--- config.mk ---
export PLATFORM = sky130hd
export DESIGN_NAME = chan_fifo_bridge
export DESIGN_NICKNAME = d
export VERILOG_FILES = /design/src/rtl/chan_fifo_pkg.sv /design/src/rtl/fifo_fwft.sv /design/src/rtl/chan_fifo_bridge.sv
export SDC_FILE = /design/constraint.sdc
export NUM_CORES = 1
export LEC_CHECK = 0
export CAP_MARGIN = 20
export CORE_AREA = 2 2 234 236
export DETAILED_ROUTE_END_ITERATION = 6
export DIE_AREA = 0 0 236 238
export DONT_BUFFER_PORTS = 1
export HOLD_SLACK_MARGIN = 0.12
export SLEW_MARGIN = 0
export SYNTH_ARGS = -nofsm -noshare
export SYNTH_HDL_FRONTEND = slang
export SYNTH_HIERARCHICAL = 1
export SYNTH_SLANG_ARGS = --single-unit
--- constraint.sdc ---
create_clock -name clk_in -period 4 [get_ports clk_in]
set_input_delay 0.4 -clock clk_in [delete_from_list [all_inputs] [get_ports clk_in]]
set_output_delay 0.4 -clock clk_in [all_outputs]
set_load 0.01 [all_outputs]
--- src/rtl/chan_fifo_pkg.sv ---
// Shared constants for the channel FIFO bridge: address width, status byte
// layout and the command bits carried by a status-channel write.
// Latency: n/a (declarations only). Backpressure: n/a.
package chan_fifo_pkg;

    localparam int ADDR_W = 7;

    // Status byte layout returned by a status-channel read; bits [2:0] read as zero.
    localparam int ST_H2F_FULL  = 7;
    localparam int ST_H2F_EMPTY = 6;
    localparam int ST_F2H_FULL  = 5;
    localparam int ST_F2H_EMPTY = 4;
    localparam int ST_OVF       = 3;

    // Command bits in a status-channel write; other bits are don't-care.
    localparam int CMD_FLUSH_H2F = 0;
    localparam int CMD_FLUSH_F2H = 1;
    localparam int CMD_CLR_OVF   = 2;

    function automatic logic [7:0] pack_status(input logic h2f_full,
                                               input logic h2f_empty,
                                               input logic f2h_full,
                                               input logic f2h_empty,
                                               input logic ovf);
        logic [7:0] s;
        s               = '0;
        s[ST_H2F_FULL]  = h2f_full;
        s[ST_H2F_EMPTY] = h2f_empty;
        s[ST_F2H_FULL]  = f2h_full;
        s[ST_F2H_EMPTY] = f2h_empty;
        s[ST_OVF]       = ovf;
        return s;
    endfunction

endpackage

--- src/rtl/fifo_fwft.sv ---
// First-word-fall-through FIFO with synchronous reset and synchronous flush.
// Latency: head_dat_out shows the oldest entry combinationally; a push is visible one edge later.
// Backpressure: push refused when full, pop refused when empty; full/empty come from registered count only.
// Ports: clk_in/reset_in clock and sync reset; flush_in empties on the next edge (beats push/pop);
//        push_in/push_dat_in write side; pop_in/head_dat_out read side; full_out/empty_out status.
module fifo_fwft #(
    parameter int WIDTH      = 8,
    parameter int DEPTH_LOG2 = 4
) (
    input  logic             clk_in,
    input  logic             reset_in,
    input  logic             flush_in,
    input  logic             push_in,
    input  logic [WIDTH-1:0] push_dat_in,
    input  logic             pop_in,
    output logic [WIDTH-1:0] head_dat_out,
    output logic             full_out,
    output logic             empty_out
);

    localparam int DEPTH = 1 << DEPTH_LOG2;

    logic [WIDTH-1:0]      mem_q [DEPTH];
    logic [DEPTH_LOG2-1:0] wr_ptr_q, wr_ptr_d;
    logic [DEPTH_LOG2-1:0] rd_ptr_q, rd_ptr_d;
    logic [DEPTH_LOG2:0]   cnt_q, cnt_d;
    logic                  push_ok;
    logic                  pop_ok;

    assign full_out     = (cnt_q == (DEPTH_LOG2 + 1)'(DEPTH));
    assign empty_out    = (cnt_q == '0);
    assign head_dat_out = mem_q[rd_ptr_q];

    // Acceptance looks only at registered full/empty, so a pop never frees
    // room for a push on the same edge.
    assign push_ok = push_in & ~full_out  & ~flush_in;
    assign pop_ok  = pop_in  & ~empty_out & ~flush_in;

    always_comb begin
        wr_ptr_d = wr_ptr_q;
        rd_ptr_d = rd_ptr_q;
        cnt_d    = cnt_q;
        if (flush_in) begin
            wr_ptr_d = '0;
            rd_ptr_d = '0;
            cnt_d    = '0;
        end else begin
            if (push_ok) wr_ptr_d = wr_ptr_q + DEPTH_LOG2'(1);
            if (pop_ok)  rd_ptr_d = rd_ptr_q + DEPTH_LOG2'(1);
            case ({push_ok, pop_ok})
                2'b10:   cnt_d = cnt_q + (DEPTH_LOG2 + 1)'(1);
                2'b01:   cnt_d = cnt_q - (DEPTH_LOG2 + 1)'(1);
                default: cnt_d = cnt_q;
            endcase
        end
    end

    always_ff @(posedge clk_in) begin
        if (reset_in) begin
            wr_ptr_q <= '0;
            rd_ptr_q <= '0;
            cnt_q    <= '0;
        end else begin
            wr_ptr_q <= wr_ptr_d;
            rd_ptr_q <= rd_ptr_d;
            cnt_q    <= cnt_d;
        end
    end

    // Storage needs no reset: an entry is only observable once the count covers it.
    always_ff @(posedge clk_in) begin
        if (push_ok) mem_q[wr_ptr_q] <= push_dat_in;
    end

endmodule

--- src/rtl/chan_fifo_bridge.sv ---
// Bridges comm_fpga host channels to NUM_CHAN pairs of byte FIFOs (h2f and f2h) with per-pair status/control.
// Latency: host read data is combinational from the f2h head; host writes land in h2f one edge later.
// Backpressure: chanGotRoom_out/chanGotData_out low when the addressed data channel is full/empty; app side valid/ready.
// Ports: clk_in/reset_in; host side chanAddr_in, chanDataFromHost_in, chanWrite_in, chanGotRoom_out,
//        chanDataToHost_out, chanRead_in, chanGotData_out; app side h2fData_out/h2fValid_out/h2fReady_in
//        and f2hData_in/f2hValid_in/f2hReady_out, one byte lane / bit per channel.
module chan_fifo_bridge
    import chan_fifo_pkg::*;
#(
    parameter int                NUM_CHAN   = 2,
    parameter int                DEPTH_LOG2 = 4,
    parameter logic [ADDR_W-1:0] BASE_ADDR  = 7'h10
) (
    input  logic                  clk_in,
    input  logic                  reset_in,
    input  logic [ADDR_W-1:0]     chanAddr_in,
    input  logic [7:0]            chanDataFromHost_in,
    input  logic                  chanWrite_in,
    output logic                  chanGotRoom_out,
    output logic [7:0]            chanDataToHost_out,
    input  logic                  chanRead_in,
    output logic                  chanGotData_out,
    output logic [8*NUM_CHAN-1:0] h2fData_out,
    output logic [NUM_CHAN-1:0]   h2fValid_out,
    input  logic [NUM_CHAN-1:0]   h2fReady_in,
    input  logic [8*NUM_CHAN-1:0] f2hData_in,
    input  logic [NUM_CHAN-1:0]   f2hValid_in,
    output logic [NUM_CHAN-1:0]   f2hReady_out
);

    logic [NUM_CHAN-1:0] data_sel;
    logic [NUM_CHAN-1:0] stat_sel;
    logic [NUM_CHAN-1:0] h2f_full, h2f_empty, f2h_full, f2h_empty;
    logic [NUM_CHAN-1:0] h2f_push, h2f_flush, f2h_pop, f2h_flush;
    logic [NUM_CHAN-1:0] ovf_q, ovf_d;
    logic [7:0]          f2h_head [NUM_CHAN];

    // Channel i owns the address pair BASE_ADDR+2i (data) and BASE_ADDR+2i+1 (status).
    always_comb begin
        data_sel = '0;
        stat_sel = '0;
        for (int i = 0; i < NUM_CHAN; i++) begin
            data_sel[i] = (chanAddr_in == ADDR_W'(int'(BASE_ADDR) + 2 * i));
            stat_sel[i] = (chanAddr_in == ADDR_W'(int'(BASE_ADDR) + 2 * i + 1));
        end
    end

    for (genvar g = 0; g < NUM_CHAN; g++) begin : gen_chan
        assign h2f_push[g]  = data_sel[g] & chanWrite_in;
        assign f2h_pop[g]   = data_sel[g] & chanRead_in;
        assign h2f_flush[g] = stat_sel[g] & chanWrite_in & chanDataFromHost_in[CMD_FLUSH_H2F];
        assign f2h_flush[g] = stat_sel[g] & chanWrite_in & chanDataFromHost_in[CMD_FLUSH_F2H];

        fifo_fwft #(
            .WIDTH      (8),
            .DEPTH_LOG2 (DEPTH_LOG2)
        ) u_h2f (
            .clk_in       (clk_in),
            .reset_in     (reset_in),
            .flush_in     (h2f_flush[g]),
            .push_in      (h2f_push[g]),
            .push_dat_in  (chanDataFromHost_in),
            .pop_in       (h2fReady_in[g]),
            .head_dat_out (h2fData_out[8*g +: 8]),
            .full_out     (h2f_full[g]),
            .empty_out    (h2f_empty[g])
        );

        fifo_fwft #(
            .WIDTH      (8),
            .DEPTH_LOG2 (DEPTH_LOG2)
        ) u_f2h (
            .clk_in       (clk_in),
            .reset_in     (reset_in),
            .flush_in     (f2h_flush[g]),
            .push_in      (f2hValid_in[g]),
            .push_dat_in  (f2hData_in[8*g +: 8]),
            .pop_in       (f2h_pop[g]),
            .head_dat_out (f2h_head[g]),
            .full_out     (f2h_full[g]),
            .empty_out    (f2h_empty[g])
        );

        assign h2fValid_out[g] = ~h2f_empty[g];
        assign f2hReady_out[g] = ~f2h_full[g];
    end

    // Sticky overflow: a host byte offered to a full h2f FIFO is dropped and flagged.
    // Clear and set target different addresses, so they never collide.
    always_comb begin
        ovf_d = ovf_q;
        for (int i = 0; i < NUM_CHAN; i++) begin
            if (stat_sel[i] && chanWrite_in && chanDataFromHost_in[CMD_CLR_OVF]) ovf_d[i] = 1'b0;
            if (data_sel[i] && chanWrite_in && h2f_full[i])                      ovf_d[i] = 1'b1;
        end
    end

    always_ff @(posedge clk_in) begin
        if (reset_in) ovf_q <= '0;
        else          ovf_q <= ovf_d;
    end

    // Host-side mux: unmapped addresses read 0 and never stall the host.
    always_comb begin
        chanGotRoom_out    = 1'b1;
        chanGotData_out    = 1'b1;
        chanDataToHost_out = 8'h00;
        for (int i = 0; i < NUM_CHAN; i++) begin
            if (data_sel[i]) begin
                chanGotRoom_out    = ~h2f_full[i];
                chanGotData_out    = ~f2h_empty[i];
                chanDataToHost_out = f2h_head[i];
            end
            if (stat_sel[i]) begin
                chanDataToHost_out = pack_status(h2f_full[i], h2f_empty[i],
                                                 f2h_full[i], f2h_empty[i], ovf_q[i]);
            end
        end
    end

endmodule

[Word-level counts from Yosys, hierarchy flattened]
Memories as Yosys holds them, arrays and structs flattened. A register that Yosys moved wholly into a read port is not among the register bits.
Cells that the tools add are included.
Word-level totals
  output and inout bits: 30
  memories kept: 4
  flip-flop bits (word level): 54
  bits in writable memories: 512
  logic and storage cells: 142
  bits of input ports: 39
Memories
  gen_chan[0].u_f2h.mem_q: depth 16, bits a word 8, rd ports 1, clocked after Yosys merged registers in 1, write ports 1, line fifo_fwft.sv:23  | logic [WIDTH-1:0] mem_q [DEPTH];
  gen_chan[0].u_h2f.mem_q: depth 16, bits a word 8, rd ports 1, clocked after Yosys merged registers in 1, write ports 1, line fifo_fwft.sv:23
  gen_chan[1].u_f2h.mem_q: depth 16, bits a word 8, rd ports 1, clocked after Yosys merged registers in 1, write ports 1, line fifo_fwft.sv:23
  gen_chan[1].u_h2f.mem_q: depth 16, bits a word 8, rd ports 1, clocked after Yosys merged registers in 1, write ports 1, line fifo_fwft.sv:23
Cells by class
  add/subtract/negate cells: 16
  bitwise logic cells: 38
  reduce and logical (&&, ||, !) cells: 22
  multiplexer cells: 32
  equal/unequal tests: 16
Operator list (number)
  one-hot mux 5 bit (2 select lines): 4
  adder 4 x 1 -> 4 bit (second input constant): 8
  2-to-1 mux 4 bit: 8
  2-to-1 mux 8 bit: 4
  equality test 7 x 5 -> 1 bit (second input constant): 4
  bitwise AND 1 bit: 26
  adder 5 x 1 -> 5 bit (second input constant): 4
  equality test 5 bit (second input constant): 4
  logical NOT 5 bit: 4
  subtractor 5 x 1 -> 5 bit (second input constant): 4
  2-to-1 mux 1 bit: 16
  NOT 1 bit: 12
  nonzero test 2 bit: 6
  equality test 2 x 1 -> 1 bit (second input constant): 4
  equality test 2 bit (second input constant): 4
  logical AND 1 bit: 8
  OR reduction 2 bit: 4

[Logic depth before layout (Yosys ltp)]
  word-level depth: 7
  mapped depth: 15

[Modules after synthesis]
The synthesis kept the hierarchy.
Modules (own cells, without submodules)
  fifo_fwft at gen_chan[0].u_f2h ...: instances 2, area each 5998.3 µm², cells an instance 313, sequential area each 4184.0 µm²
  fifo_fwft at gen_chan[0].u_h2f ...: instances 2, area each 5948.2 µm², cells an instance 304, sequential area each 4184.0 µm²
  chan_fifo_bridge: instances 1, area each 484.2 µm², cells an instance 60, sequential area each 40.0 µm²

[Worst setup path before layout]
No wires, ideal clock.
  path type: input to register
  start: in chanAddr_in[6]
  end: reg gen_chan[1].u_h2f.cnt_q[2]
  setup time: 0.070 ns
  path slack: 0.753 ns
  buffers on the path: 1
  arrival time: 3.177 ns
  required time: 3.930 ns
  cell stages on the path: 13
  path through: or3_4 > nor3_2 > and3_1 > nand2b_1 > a21oi_1 > inv_1 > ha_1 > buf_2 > xor2_1 > ha_1 > o21a_1 > or4_1 > a21oi_1
Between the ends
  elaborated cells on any way between the ends: 14
  classes of those cells: eq/ne: 4; mux: 1; bitwise: 7; reduce/logical: 2
RTL lines
  start, declared: line chan_fifo_bridge.sv:16  | input logic [ADDR_W-1:0] chanAddr_in,
  equality test 7 x 5 -> 1 bit *: line chan_fifo_bridge.sv:43  | data_sel[i] = (chanAddr_in == ADDR_W'(int'(BASE_ADDR) + 2 * i));
  bitwise AND 1 bit *: line chan_fifo_bridge.sv:49  | assign h2f_push[g] = data_sel[g] & chanWrite_in;
  via h2f_push[1]: line chan_fifo_bridge.sv:34  | logic [NUM_CHAN-1:0] h2f_push, h2f_flush, f2h_pop, f2h_flush;
  bitwise AND 1 bit * (2 in series): line fifo_fwft.sv:36  | assign push_ok = push_in & ~full_out & ~flush_in;
  equality test 2 x 1 -> 1 bit / equality test 2 bit (equally long branches): line fifo_fwft.sv:50  | case ({push_ok, pop_ok})
  one-hot mux 5 bit (2 select lines) / nonzero test 2 bit (equally long branches)
  end signal, assigned: line fifo_fwft.sv:66  | cnt_q <= cnt_d;
  end, declared: line fifo_fwft.sv:26  | logic [DEPTH_LOG2:0] cnt_q, cnt_d;
The timed path passes the listed nets; every way through them passes the cells marked *.
A chain may end at the register's enable or synchronous reset.

==> results.md <==
- The global-route total usage across every layer is 0.177.
- The tool flagged a number of max-cap violations equal to 0.
- Clock-pin slew was measured on the worst setup and hold paths at 0.06 ns.
- The critical path arrival is 3.35 ns.
- The hold violation total from the final report came to 0.
- On the final layout, the worst hold slack is 0.205 ns.
- The largest net degree at the start of global routing is 33.
- The worst-case vdd ir drop is 0.000315 V.
- The detail route stage leaves a number of antenna-violating nets equal to 0.
- The final layout contains around 1500 nets.
- The synthesized design contains 582 register bits.
- For this design the top-level I/O count stands at approximately 70.
- In the final routed layout, each cell accounts on average for 23.1 um.
- The post-synth net total is 1365.
- The analysis attributes to cell leakage a power of 9.06 nW.
- The remaining global-route overflow is 0.
- The share of the Yosys chip area taken by registers is 0.688.
- During synthesis, Yosys emitted a total of 6 warnings.
- For this block, wires on met1 add up to 22500 um.
- The number of setup violations in the final report is 0.
- The sum of met3 wire segment lengths after detailed routing is 2540 um.
- The category of the most critical setup path is reg2out.
- The area taken by flip-flops and latches is 16800 um^2.
- Setup repair after global routing left no endpoint under its margin.
- The cell class contributing the biggest share of worst-path delay is multiplexers.
- The die is 238 um tall.
- The path type of the worst min-delay path is in2reg.
- The number of setup buffers added after CTS is 0.
- The buffer type at the clock tree root is sky130_fd_sc_hd__clkbuf_16.
- The uppermost metal layer occupied by signal nets is met5.
- The initial antenna violation count came to 8.
- The mean instance size in the synthesized netlist is 18.8 um^2.
- Timing would allow up to 266 MHz.
- The first global-routing pass estimated approximately 75000 um of wire.
- From synthesis to final layout, the design area changed by 13.3%.
- After routing, the total negative slack on setup checks comes to 0 ns.
- The tightest slew margin relative to the limit is 0.321.
- The buffers plus inverters on the worst setup path is 0.
- The gate count after technology mapping is 1294.
- At the pin with the least slew margin, the transition time is 1.01 ns.
- The number of buffers added by the clock tree synthesis step is 60.
- The total detailed-routing wirelength is 49400 um.
- The unique cell type count in the Yosys netlist is 65.
- CTS saw 582 sinks.
- The H-tree generated during clock tree synthesis spans 2 levels.
- Data on the critical path is required at its endpoint by 3.60 ns.
- The clock network latency to the later pin of the worst-skew pair is 0.60 ns.
- The number of global-route vias before repair is 11900.
- The final setup slack of the worst path is 0.246 ns.
- Buffers placed on the I/O ports in this run total 0.
- After detailed routing, the number of vias per cell comes to 5.62.
- The part of the cycle the worst path needs is 0.939.
- The master of the slowest instance on the critical path is sky130_fd_sc_hd__dfxtp_2.
- Walking the worst path, the cells encountered are mux4_1, mux4_2, mux4_2, and3_1.
- The critical path's most frequent cell is sky130_fd_sc_hd__mux4_2.
- The die covers 56200 um^2.
- The congestion estimate from routability-driven global placement came to 0.757.
- The total count of max-transition violations in the final report is 0.
- The post-layout minimum cycle time is between 3 and 4 ns.
- STA classifies the critical path endpoint as an output port.
- In the final layout, the share of cells above drive strength 1 is 0.174.
- The type of origin of the critical path is a register.
- The share of synthesized flip-flops with an asynchronous set or reset is 0.
- The minimum setup slack after placement is 0.505 ns.
- In this run the standard cell core region covers roughly 53000 um^2.
- On the final layout, the worst clock skew is 0.0136 ns.
- The die outline width is 236 um.
- The clock tree from TritonCTS is yes.
- Among all flip-flop cells after synthesis, the most frequent one is sky130_fd_sc_hd__edfxtp_1.
- For this run, the slowest stage of the critical path takes 0.76 ns.
- The netlist area before placement is approximately 24000 um^2.
- The number of fill cells in the layout is 4258.
- The routed layout has 12000 vias.
- For this run, design rule violations remaining after detail routing come to 0.
- Detailed routing placed a total of between 20000 and 25000 um of wire on met2.
- The clock passes through at most 3 buffers.
- The first detailed-routing pass took 5 iterations.
- The footprint of the multi-input gates is 7010 um^2.
- The run finished with clean final reports.
- In this run, the number of DRC markers left after iteration 0 of detailed routing was 848.
- The number of cell rows is 85.
- In this run the worst path has a maximum fanout of 21.
- The number of synthesized flops with an enable pin is 512.
- The wire-length estimate of the detail-placed layout is 31700 um.
- The initial core utilization is 0.456.
- Power spread over the standard cell area amounts to around 470 nW/um^2.
-- synthesized netlist by cell type, types with 6 or more instances --
| cell | count | share of area |
|---|---|---|
| sky130_fd_sc_hd__ha_1 | 32 | 0.016 |
| sky130_fd_sc_hd__nand2_1 | 34 | 0.0052 |
| sky130_fd_sc_hd__buf_1 | 16 | 0.0025 |
| sky130_fd_sc_hd__a21oi_1 | 8 | 0.0016 |
| sky130_fd_sc_hd__xnor2_1 | 12 | 0.0043 |
| sky130_fd_sc_hd__nand2b_1 | 12 | 0.0031 |
| sky130_fd_sc_hd__and3_1 | 7 | 0.0018 |
| sky130_fd_sc_hd__mux2i_1 | 15 | 0.0062 |
| sky130_fd_sc_hd__nor2b_1 | 8 | 0.0021 |
| sky130_fd_sc_hd__nand3_1 | 17 | 0.0035 |
| sky130_fd_sc_hd__nor3b_1 | 8 | 0.0025 |
| sky130_fd_sc_hd__a211oi_1 | 6 | 0.0018 |
| sky130_fd_sc_hd__edfxtp_1 | 512 | 0.63 |
| sky130_fd_sc_hd__o21a_1 | 10 | 0.0031 |
| sky130_fd_sc_hd__clkbuf_1 | 30 | 0.0046 |
| sky130_fd_sc_hd__inv_1 | 27 | 0.0042 |
| sky130_fd_sc_hd__buf_2 | 12 | 0.0025 |
| sky130_fd_sc_hd__xor2_1 | 26 | 0.0093 |
| sky130_fd_sc_hd__dfxtp_1 | 70 | 0.057 |
| sky130_fd_sc_hd__nor2_1 | 123 | 0.019 |
| sky130_fd_sc_hd__mux4_1 | 96 | 0.10 |
| sky130_fd_sc_hd__nor3_1 | 30 | 0.0062 |
| sky130_fd_sc_hd__nand4_1 | 6 | 0.0015 |
| sky130_fd_sc_hd__buf_8 | 8 | 0.0049 |
| sky130_fd_sc_hd__nor4_1 | 7 | 0.0018 |
| sky130_fd_sc_hd__mux4_2 | 67 | 0.062 |
-- worst min-delay path, delay by kind of cell --
family / cells / cell delay (ns)
AO/OA/AOI/OAI: 1 / 0.10
buffers and inverters: 1 / 0.06
AND/OR/NAND/NOR: 2 / 0.20
-- area by class of cell --
class / instances / share of cell area
Sequential cell: 582 / 0.608
Multi-Input combinational cell: 608 / 0.254
Clock buffer: 71 / 0.0566
Timing Repair Buffer: 104 / 0.0346
Tap cell: 696 / 0.0315
Clock inverter: 40 / 0.0116
Inverter: 29 / 0.00394
Antenna cell: 6 / 0.000544
-- flip-flops by register name, indices dropped and copies added (netlist names), named ones only --
name / count
ovf_q: 2
gen_chan.u_h2f/wr_ptr_q: 8
gen_chan.u_f2h/rd_ptr_q: 8
gen_chan.u_f2h/cnt_q: 10
gen_chan.u_h2f/cnt_q: 10
gen_chan.u_f2h/wr_ptr_q: 8
gen_chan.u_h2f/rd_ptr_q: 8
gen_chan.u_h2f/mem_q: 256
gen_chan.u_f2h/mem_q: 256
-- repair_timing --
item / in CTS / in global routing
gates resized for setup: 0 / 0
hold buffers: 35 / 0
endpoints found under the hold margin: 525 / 0
-- per-layer routing --
metal / global-route usage / up-vias
met5: 0 / -
met2: 0.283 / 231
li1: - / 5464
met3: 0.0371 / 64
met4: 0.0473 / 4
met1: 0.250 / 6237
-- report_power, final --
part	total, mW	switching [mW]	internal [mW]	leakage (nW)
clock	5.31	2.22	3.09	0.914
combinational	0.786	0.419	0.367	2.97
sequential	6.76	0.0974	6.67	5.18
total	12.9	2.74	10.1	9.06
-- kinds of logic after synthesis --
logic type / count (synthesis) / share of synthesized area
and+or+nand+nor: 289 / 0.0603
DFF: 582 / 0.688
xor gates and xnor gates: 38 / 0.0137
AOI/OAI and AO/OA: 69 / 0.0246
buffers and inverters: 104 / 0.0244
adders and majority gates: 32 / 0.0164
muxes: 180 / 0.172
-- stage by stage --
stage          power [mW]  cells  utilization  area [um^2]
4_1_cts              13.0   2128        0.515        27600
3_3_place_gp         7.56   1982        0.472        25300
2_1_floorplan        7.43   1294            -        24400
3_5_place_dp         7.57   1982        0.472        25300
6_report             12.9   2136        0.516        27600
5_1_grt              13.3   2133        0.516        27600
-- path summary, 6_finish.rpt --
check | start | cells after the start | end | slack [ns]
worst min-delay path | f2hValid_in[1] | 4 | gen_chan[1].u_f2h/cnt_q[4] | 0.20
worst max register to register | gen_chan[1].u_h2f/cnt_q[1] | 6 | ovf_q[1] | 1.27
worst min register to register | gen_chan[0].u_h2f/rd_ptr_q[3] | 2 | register | 0.52
worst max-delay path | register | 4 | chanDataToHost_out[6] | 0.25
-- cells in the final DEF (no fill, tap or decap), types with 15 or more instances in the layout --
| cell | instances |
|---|---|
| sky130_fd_sc_hd__edfxtp_1 | 512 |
| sky130_fd_sc_hd__dfxtp_1 | 66 |
| sky130_fd_sc_hd__mux4_2 | 67 |
| sky130_fd_sc_hd__inv_1 | 27 |
| sky130_fd_sc_hd__nand2_1 | 34 |
| sky130_fd_sc_hd__ha_1 | 32 |
| sky130_fd_sc_hd__buf_4 | 67 |
| sky130_fd_sc_hd__dlygate4sd3_1 | 29 |
| sky130_fd_sc_hd__nor3_1 | 30 |
| sky130_fd_sc_hd__xor2_1 | 26 |
| sky130_fd_sc_hd__clkinv_1 | 20 |
| sky130_fd_sc_hd__nor2_1 | 123 |
| sky130_fd_sc_hd__clkbuf_16 | 61 |
| sky130_fd_sc_hd__mux4_1 | 96 |
| sky130_fd_sc_hd__mux2i_1 | 15 |
| sky130_fd_sc_hd__nand3_1 | 17 |
Note: power is estimated with default switching activity, not from simulation.
